==> src/rtl/sync_fifo_flags.sv <==
// Single-clock FIFO with fill count, almost-full/almost-empty thresholds,
// sticky overflow/underflow flags and a selectable first-word-fall-through read port.
module sync_fifo_flags #(
    parameter int DataSize     = 8,
    parameter int AddrSize     = 3,
    parameter int AFullThresh  = 6,
    parameter int AEmptyThresh = 1,
    parameter int FWFT         = 0
) (
    input  logic                Clk,
    input  logic                Reset,
    input  logic                Push,
    input  logic                Pop,
    input  logic [DataSize-1:0] DataIn,
    input  logic                ClearErr,
    output logic [DataSize-1:0] DataOut,
    output logic                full,
    output logic                empty,
    output logic                AlmostFull,
    output logic                AlmostEmpty,
    output logic [AddrSize:0]   Count,
    output logic                Overflow,
    output logic                Underflow
);

    localparam int PW    = AddrSize + 1;
    localparam int DEPTH = 1 << AddrSize;
    localparam logic [AddrSize:0] DEPTH_C  = PW'(DEPTH);
    localparam logic [AddrSize:0] AFULL_C  = PW'(AFullThresh);
    localparam logic [AddrSize:0] AEMPTY_C = PW'(AEmptyThresh);

    logic [DataSize-1:0] mem [DEPTH];

    logic [AddrSize:0]   wr_ptr_reg, wr_ptr_next;
    logic [AddrSize:0]   rd_ptr_reg, rd_ptr_next;
    logic [AddrSize:0]   count_reg, count_next;
    logic                full_reg, empty_reg, afull_reg, aempty_reg;
    logic                ovf_reg, ovf_next, unf_reg, unf_next;
    logic                push_ok, pop_ok;
    logic [AddrSize-1:0] wr_addr, rd_addr;

    assign wr_addr = wr_ptr_reg[AddrSize-1:0];
    assign rd_addr = rd_ptr_reg[AddrSize-1:0];

    always_comb begin
        pop_ok      = Pop && !empty_reg;
        // A full FIFO still takes a write when the same cycle frees a slot.
        push_ok     = Push && (!full_reg || pop_ok);
        wr_ptr_next = wr_ptr_reg;
        rd_ptr_next = rd_ptr_reg;
        count_next  = count_reg;
        if (push_ok) wr_ptr_next = wr_ptr_reg + PW'(1);
        if (pop_ok)  rd_ptr_next = rd_ptr_reg + PW'(1);
        case ({push_ok, pop_ok})
            2'b10:   count_next = count_reg + PW'(1);
            2'b01:   count_next = count_reg - PW'(1);
            default: count_next = count_reg;
        endcase
        // A new error in the same cycle as ClearErr leaves the flag set.
        ovf_next = (Push && !push_ok) || (ovf_reg && !ClearErr);
        unf_next = (Pop && !pop_ok) || (unf_reg && !ClearErr);
    end

    always_ff @(posedge Clk) begin
        if (Reset) begin
            wr_ptr_reg <= '0;
            rd_ptr_reg <= '0;
            count_reg  <= '0;
            full_reg   <= 1'b0;
            empty_reg  <= 1'b1;
            afull_reg  <= 1'b0;
            aempty_reg <= 1'b1;
            ovf_reg    <= 1'b0;
            unf_reg    <= 1'b0;
        end else begin
            wr_ptr_reg <= wr_ptr_next;
            rd_ptr_reg <= rd_ptr_next;
            count_reg  <= count_next;
            full_reg   <= (wr_ptr_next[AddrSize] != rd_ptr_next[AddrSize]) &&
                          (wr_ptr_next[AddrSize-1:0] == rd_ptr_next[AddrSize-1:0]);
            empty_reg  <= (wr_ptr_next == rd_ptr_next);
            afull_reg  <= (count_next >= AFULL_C);
            aempty_reg <= (count_next <= AEMPTY_C);
            ovf_reg    <= ovf_next;
            unf_reg    <= unf_next;
        end
    end

    always_ff @(posedge Clk) begin
        if (push_ok) mem[wr_addr] <= DataIn;
    end

    generate
        if (FWFT != 0) begin : g_fwft
            // Shadow of the displayed head word so DataOut holds once drained.
            logic [DataSize-1:0] hold_reg;
            always_ff @(posedge Clk) begin
                if (Reset)           hold_reg <= '0;
                else if (!empty_reg) hold_reg <= mem[rd_addr];
            end
            assign DataOut = empty_reg ? hold_reg : mem[rd_addr];
        end else begin : g_registered
            logic [DataSize-1:0] dout_reg;
            always_ff @(posedge Clk) begin
                if (Reset)       dout_reg <= '0;
                else if (pop_ok) dout_reg <= mem[rd_addr];
            end
            assign DataOut = dout_reg;
        end
    endgenerate

    assign full        = full_reg;
    assign empty       = empty_reg;
    assign AlmostFull  = afull_reg;
    assign AlmostEmpty = aempty_reg;
    assign Count       = count_reg;
    assign Overflow    = ovf_reg;
    assign Underflow   = unf_reg;

    a_not_full_and_empty: assert property (@(posedge Clk) disable iff (Reset)
        !(full_reg && empty_reg));
    a_count_bound: assert property (@(posedge Clk) disable iff (Reset)
        count_reg <= DEPTH_C);
    a_count_ptrs: assert property (@(posedge Clk) disable iff (Reset)
        count_reg == (wr_ptr_reg - rd_ptr_reg));
    a_push_full: assert property (@(posedge Clk) disable iff (Reset)
        (push_ok && full_reg) |-> pop_ok);

endmodule

==> config.mk <==
export PLATFORM = sky130hd
export DESIGN_NAME = sync_fifo_flags
export DESIGN_NICKNAME = d
export VERILOG_FILES = /design/src/rtl/sync_fifo_flags.sv
export SDC_FILE = /design/constraint.sdc
export NUM_CORES = 1
export LEC_CHECK = 0
export ABC_CLOCK_PERIOD_IN_PS = 5550
export BUFFER_PORTS_ARGS = -buffer_cell sky130_fd_sc_hd__clkbuf_2
export CAP_MARGIN = 20
export CORE_ASPECT_RATIO = 0.8
export CORE_MARGIN = 4
export CORE_UTILIZATION = 61
export CTS_CLUSTER_DIAMETER = 200
export DETAILED_ROUTE_END_ITERATION = 8
export GPL_TIMING_DRIVEN = 0
export PLACE_DENSITY = 0.89
export RECOVER_POWER = 50
export SYNTH_ARGS = -nofsm -noshare
export SYNTH_HDL_FRONTEND = slang
export SYNTH_SLANG_ARGS = --single-unit
==> constraint.sdc <==
create_clock -name Clk -period 5.55 [get_ports Clk]
set_input_delay 0.555 -clock Clk [delete_from_list [all_inputs] [get_ports Clk]]
set_output_delay 0.555 -clock Clk [all_outputs]
set_load 0.02 [all_outputs]
==> impl_metrics.env, run 1 <==
export IMPL_worstPathArrival_ns=3.53
export IMPL_dieArea_um2=7311
export IMPL_drive_above_1_share_pct=20.36
export IMPL_netlist_area_um2=3660
export IMPL_min_from="Pop"
export IMPL_final_cell_mix="64 x edfxtp_1, 27 x clkbuf_1, 26 x dfxtp_1, 23 x nor2_1, 16 x mux4_2"
export IMPL_drv_slew=0
export IMPL_clockBufferDepth=2
export IMPL_final_common_cell="edfxtp_1"
export IMPL_grt_pass1_wl_mm=10.38
export IMPL_dp_hpwl_mm=4.389
export IMPL_postLayoutCellArea_um2=4080
export IMPL_nets=288
export IMPL_rows=24
export IMPL_setup_worst_path_class="reg -> reg"
export IMPL_cp_max_fo=8
export IMPL_seq_area_frac_synth_pct=66.74
export IMPL_synthFlopType="edfxtp_1"
export IMPL_overflow=0
export IMPL_start_util_pct=65.17
export IMPL_clock_skew_ns=0.009197
export IMPL_p_leak_uw=0.001377
export IMPL_timing_rr_start="empty$_SDFF_PP1_"
export IMPL_crit_required_ns=5.80
export IMPL_core_um2=5615
export IMPL_wl_mm=6.408
export IMPL_ys_ff_latch=90
export IMPL_cellPowerDensity_nw_per_um2=347.5
export IMPL_max_slew_margin_rel_pct=20.97
export IMPL_cts_setup_buffers=0
export IMPL_routabilityCongestion=0.7915
export IMPL_synth_area_leader_cell="edfxtp_1"
export IMPL_area_delta_synth_final_pct=11.49
export IMPL_avgSynthCellArea_um2=16.27
export IMPL_setup_violations=0
export IMPL_min_period_over_period_pct=59.08
export IMPL_max_flop_register="mem"
export IMPL_syn_num_nets=243
export IMPL_wl_per_cell_um=18.15
export IMPL_numPortBuffers=29
export IMPL_io_pins=31
export IMPL_post_cts_resized=0
export IMPL_vias_per_cell=5.711
export IMPL_hold_class="in -> reg"
export IMPL_synthCells=225
export IMPL_synth_async_reset_ratio_pct=0
export IMPL_worst_setup_path_end_kind="register"
export IMPL_rr_endpoint="AlmostEmpty$_SDFF_PP1_"
export IMPL_tritoncts="yes"
export IMPL_grt_max_degree=16
export IMPL_clock_sinks=90
export IMPL_grtUsageTotal_pct=19.50
export IMPL_dr_pass1_iters=4
export IMPL_grt_antenna_before_repair=0
export IMPL_clk_pin_slew_ns=0.09
export IMPL_htreeDepth=3
export IMPL_ir_worst_vdd_uv=207.8
export IMPL_drtIter0Drc=164
export IMPL_ys_types=42
export IMPL_status="completed"
export IMPL_die_width_um=94.60
export IMPL_rsz0062_at_grt="no"
export IMPL_cp_cell_sequence="nand2b_1, inv_2, o21ai_0, ha_1, xor2_1, ha_1, a21oi_1, xnor2_1, nor3b_1, nor2_1, a31o_1"
export IMPL_synth_edff_count=64
export IMPL_root_buffer="clkbuf_8"
export IMPL_hold_buffers=0
export IMPL_clk_latency_ns=0.35
export IMPL_largest_reg_flops=64
export IMPL_dr_total_vias=2016
export IMPL_fin_tns_setup_ns=0
export IMPL_route_detailed_drc=0
export IMPL_place_area_um2=3946
export IMPL_n_antenna_cell=0
export IMPL_ant_nets=0
export IMPL_first_global_vias=1953
export IMPL_synthTopCellsByArea="edfxtp_1 53%, dfxtp_1 14%, mux4_2 9.8%, mux2i_1 3.0%, nor2_1 2.4%"
export IMPL_holdPathEnd="Underflow$_SDFF_PP0_"
export IMPL_synth_top_area_share_pct=52.51
export IMPL_startpoint_type="register"
export IMPL_fmax_mhz=305.0
export IMPL_tightest_slew_ns=1.173
export IMPL_holdPathStages=3
export IMPL_yosys_warnings=0
export IMPL_critPathMaxStageDelay_ns=0.92
export IMPL_reg2reg_depth=11
export IMPL_reg2reg_slack_ns=2.27
export IMPL_die_y_um=77.28
export IMPL_max_cap_violations=0
export IMPL_hold_violations=0
export IMPL_post_route_min_period_ns=3.279
export IMPL_cts_buffers_inserted=9
export IMPL_cp_slowest_cell="o21ai_0"
export IMPL_cpMostUsedCell="ha_1"
==> how the worst max path moves through the flow <==
stage	startpoint	endpoint	slack, ns	cells past startpoint
after floorplan	empty$_SDFF_PP1_	AlmostEmpty$_SDFF_PP1_	3.04	12
after global placement	Pop	mem[0][5]$_DFFE_PP_	2.70	5
after detailed placement	Pop	AlmostEmpty$_SDFF_PP1_	2.71	13
after CTS	empty$_SDFF_PP1_	AlmostEmpty$_SDFF_PP1_	2.96	12
after global routing	empty$_SDFF_PP1_	AlmostFull$_SDFF_PP0_	2.02	11
final	empty$_SDFF_PP1_	AlmostEmpty$_SDFF_PP1_	2.27	11
==> worst max-delay path, delay by kind of cell, from the launching register on <==
kind                       cells  cell delay, ns
AOI/OAI and AO/OA              3            1.23
xor gates and xnor gates       2            0.24
buffers and inverters          1            0.10
adders and majority gates      2            0.60
DFF                            1            0.38
and+or+nand+nor                3            0.64
==> power breakdown <==
group | internal, uW | switching, uW
registers | 754 | 20.2
logic | 89.6 | 123
clock network | 208 | 222
total | 1050 | 366
==> logic make-up after synthesis <==
group                      count (synthesis)  share of synthesized area [%]
DFF                                       90                          66.73
AOI/OAI and AO/OA                         23                          4.992
xor gates and xnor gates                  17                          4.274
and+or+nand+nor                           44                          6.291
buffers and inverters                     18                          2.735
muxes                                     28                          13.27
adders and majority gates                  5                          1.709
==> cell usage after synthesis (2+ instances only) <==
cell	instances
clkbuf_1	3
nor2_1	23
dfxtp_1	26
mux2i_1	11
ha_1	5
o211ai_1	2
inv_1	5
mux4_2	16
nor3_1	4
nand3b_1	2
buf_6	3
a21oi_1	2
a211oi_1	9
nor2b_1	2
buf_2	5
nand2b_1	3
edfxtp_1	64
nand2_1	2
xnor2_1	8
xor2_1	8
==> through the flow <==
stage	utilization (%)	cells	power, uW	hold slack [ns]	worst slack, ns
after detailed placement	70.28	337	1014	0.4805	2.708
after CTS	73.73	353	1438	0.4632	2.956
after global placement	69.50	332	1004	0.4706	2.703
final	72.66	353	1418	0.4967	2.271
after floorplan	-	225	948.7	0.5108	3.044
after global routing	72.66	353	1487	0.5009	2.023
==> metal layers <==
layer  vias to the layer above  part of all wire [%]  routed length [um]  GRT usage [%]
met5                         -                     0                   0              0
met4                         0                   1.0                  65          5.043
met3                         8                   7.1                 455          6.654
met2                        69                    46                2935          28.85
met1                       994                    46                2951          27.78
li1                        945                     -                   -              -
==> layout make-up <==
type | instances | area (um2)
repair buffers | 34 | 155.1
fillers | 371 | 1535
plain buffers | 12 | 70.07
flip-flops and latches | 90 | 2442
inverters | 6 | 22.52
clock buffers | 10 | 127.6
multi-input cells | 117 | 1099
well taps | 78 | 97.59
clock inverters | 6 | 66.31
Note: power is estimated with default switching activity, not from simulation.
==> run 2: changes to the inputs <==
Settings changed: ABC_CLOCK_PERIOD_IN_PS 5550 to 2900, CORE_UTILIZATION 61 to 53, PLACE_DENSITY 0.89 to 0.83.
Clock period 5.55 ns to 2.9 ns, I/O delays scaled along.
==> impl_metrics.env, run 2 (synthesis gave the netlist of run 1 again) <==
export IMPL_worstPathArrival_ns=2.95
export IMPL_rows=26
export IMPL_die_y_um=82.33
export IMPL_final_cell_mix="64 x edfxtp_1, 30 x clkbuf_1, 26 x dfxtp_1, 23 x nor2_1, 16 x mux4_2"
export IMPL_grt_max_degree=17
export IMPL_cp_cell_sequence="nand2b_4, inv_2, buf_2, clkbuf_4, ha_1, xor2_1, ha_1, a21oi_1, xnor2_1, nor3b_1, o21bai_1, o22ai_1"
export IMPL_clk_latency_ns=0.36
export IMPL_root_buffer="clkbuf_8"
export IMPL_die_width_um=100.9
export IMPL_min_period_over_period_pct=92.09
export IMPL_tightest_slew_ns=0.9446
export IMPL_crit_required_ns=3.18
export IMPL_critPathMaxStageDelay_ns=0.38
export IMPL_hold_violations=0
export IMPL_dpl_worst_slack_ns=0.1913
export IMPL_clock_sinks=90
export IMPL_grt_antenna_before_repair=0
export IMPL_final_cells=359
export IMPL_first_global_vias=2053
export IMPL_status="completed"
export IMPL_fmax_mhz=374.4
export IMPL_startpoint_type="register"
export IMPL_htreeDepth=3
export IMPL_dp_hpwl_mm=4.768
export IMPL_clk_pin_slew_ns=0.09
export IMPL_cts_buffers_inserted=9
export IMPL_grtUsageTotal_pct=18.69
export IMPL_final_common_cell="edfxtp_1"
export IMPL_area_delta_synth_final_pct=13.30
export IMPL_vias_per_cell=5.588
export IMPL_drv_slew=0
export IMPL_max_cap_violations=0
export IMPL_cellPowerDensity_nw_per_um2=687.0
export IMPL_cellInternalPower_uw=2113
export IMPL_fillerInstances=486
export IMPL_wl_mm=6.995
export IMPL_ant_nets=0
export IMPL_cts_setup_buffers=0
export IMPL_routabilityCongestion=0.8048
export IMPL_wl_per_cell_um=19.48
export IMPL_n_antenna_cell=0
export IMPL_grt_pass1_wl_mm=11.07
export IMPL_min_from="ClearErr"
export IMPL_io_pins=31
export IMPL_p_comb_share_pct=15.0
export IMPL_drive_above_1_share_pct=20.36
export IMPL_p_switching_uw=735.5
export IMPL_clkPwrFrac_pct=32.9
export IMPL_setup_worst_path_class="reg -> reg"
export IMPL_fin_tns_setup_ns=0
export IMPL_finalPower_uw=2849
export IMPL_overflow=0
export IMPL_cp_max_fo=11
export IMPL_max_slew_margin_rel_pct=36.91
export IMPL_tritoncts="yes"
export IMPL_dr_pass1_iters=4
export IMPL_hold_class="in -> reg"
export IMPL_ir_worst_vdd_uv=449.2
export IMPL_timing_rr_start="empty$_SDFF_PP1_"
export IMPL_clock_skew_ns=0.01107
export IMPL_core_um2=6539
export IMPL_placed_cells=343
export IMPL_setup_violations=0
export IMPL_clockBufferDepth=2
export IMPL_worst_slack_ns=0.2294
export IMPL_drtIter0Drc=145
export IMPL_dieArea_um2=8307
export IMPL_hold_buffers=0
export IMPL_start_util_pct=55.97
export IMPL_startpoint="empty$_SDFF_PP1_"
export IMPL_p_leak_uw=0.001392
export IMPL_swShare_pct=25.82
export IMPL_rsz0062_at_grt="no"
export IMPL_cpMostUsedCell="ha_1"
export IMPL_nets=288
export IMPL_route_detailed_drc=0
export IMPL_numPortBuffers=29
export IMPL_dr_total_vias=2006
export IMPL_worst_setup_path_end_kind="register"
export IMPL_cp_slowest_cell="dfxtp_1"
export IMPL_largest_reg_flops=64
export IMPL_p_seq_share_pct=52.1
export IMPL_max_flop_register="mem"
export IMPL_post_route_min_period_ns=2.671
[run 2: cell count changes in the layout (fill, tap and decap cells not counted), sizes merged]
cell      delta
clkinvlp     -1
inv          +1
bufinv       +1
buf          -1
[run 2: through the flow]
step	utilization, %	instance area (um2)	hold WS (ns)
2_1_floorplan	-	3660	0.3889
3_3_place_gp	59.80	3910	0.4718
3_5_place_dp	60.47	3954	0.4756
4_1_cts	63.89	4178	0.1952
5_1_grt	63.41	4146	0.2665
6_report	63.41	4146	0.2579
[run 2: layout make-up]
class,instances,area (um2),area share [%]
flip-flops and latches,90,2442,58.90
well taps,84,105.1,2.535
multi-input cells,117,1124,27.10
plain buffers,12,78.83,1.901
inverters,6,22.52,0.5431
repair buffers,34,150.1,3.621
clock inverters,7,100.1,2.414
clock buffers,9,123.9,2.987
[run 2: worst paths after layout]
kind	to	slack [ns]	cells past startpoint
worst max register to register	AlmostFull$_SDFF_PP0_	0.23	12
worst min register to register	Overflow$_SDFF_PP0_	0.51	2
worst max-delay path	AlmostFull$_SDFF_PP0_	0.23	12
worst min-delay path	Overflow$_SDFF_PP0_	0.26	4
[run 2: timing repair]
action	in CTS	in global routing
gates resized for setup	0	1
endpoints found under the hold margin	0	0
endpoints found under the setup margin	0	1
[run 2: layer usage]
layer / GRT usage [%] / part of all wire (%) / vias to the layer above
li1: - / - / 950
met1: 24.19 / 45 / 997
met2: 31.67 / 48 / 51
met3: 5.626 / 6.0 / 8
met4: 3.984 / 0.90 / 0
met5: 0 / 0 / -
[run 2: critical path: cells and delay by family, from the launching register on]
family | cells | cell delay [ns]
adder cells (fa/ha/maj) | 2 | 0.47
AO/OA/AOI/OAI | 3 | 0.44
buffers and inverters | 3 | 0.49
AND/OR/NAND/NOR | 2 | 0.48
flip-flops | 1 | 0.38
XOR/XNOR | 2 | 0.32
[run 2: power groups by stage]
stage / Combinational [uW] / Clock, uW / Sequential [uW]
2_1_floorplan: 261 / 0 / 1550
3_3_place_gp: 417 / 0 / 1510
3_5_place_dp: 439 / 0 / 1510
4_1_cts: 441 / 949 / 1480
5_1_grt: 464 / 1010 / 1490
6_report: 428 / 936 / 1480
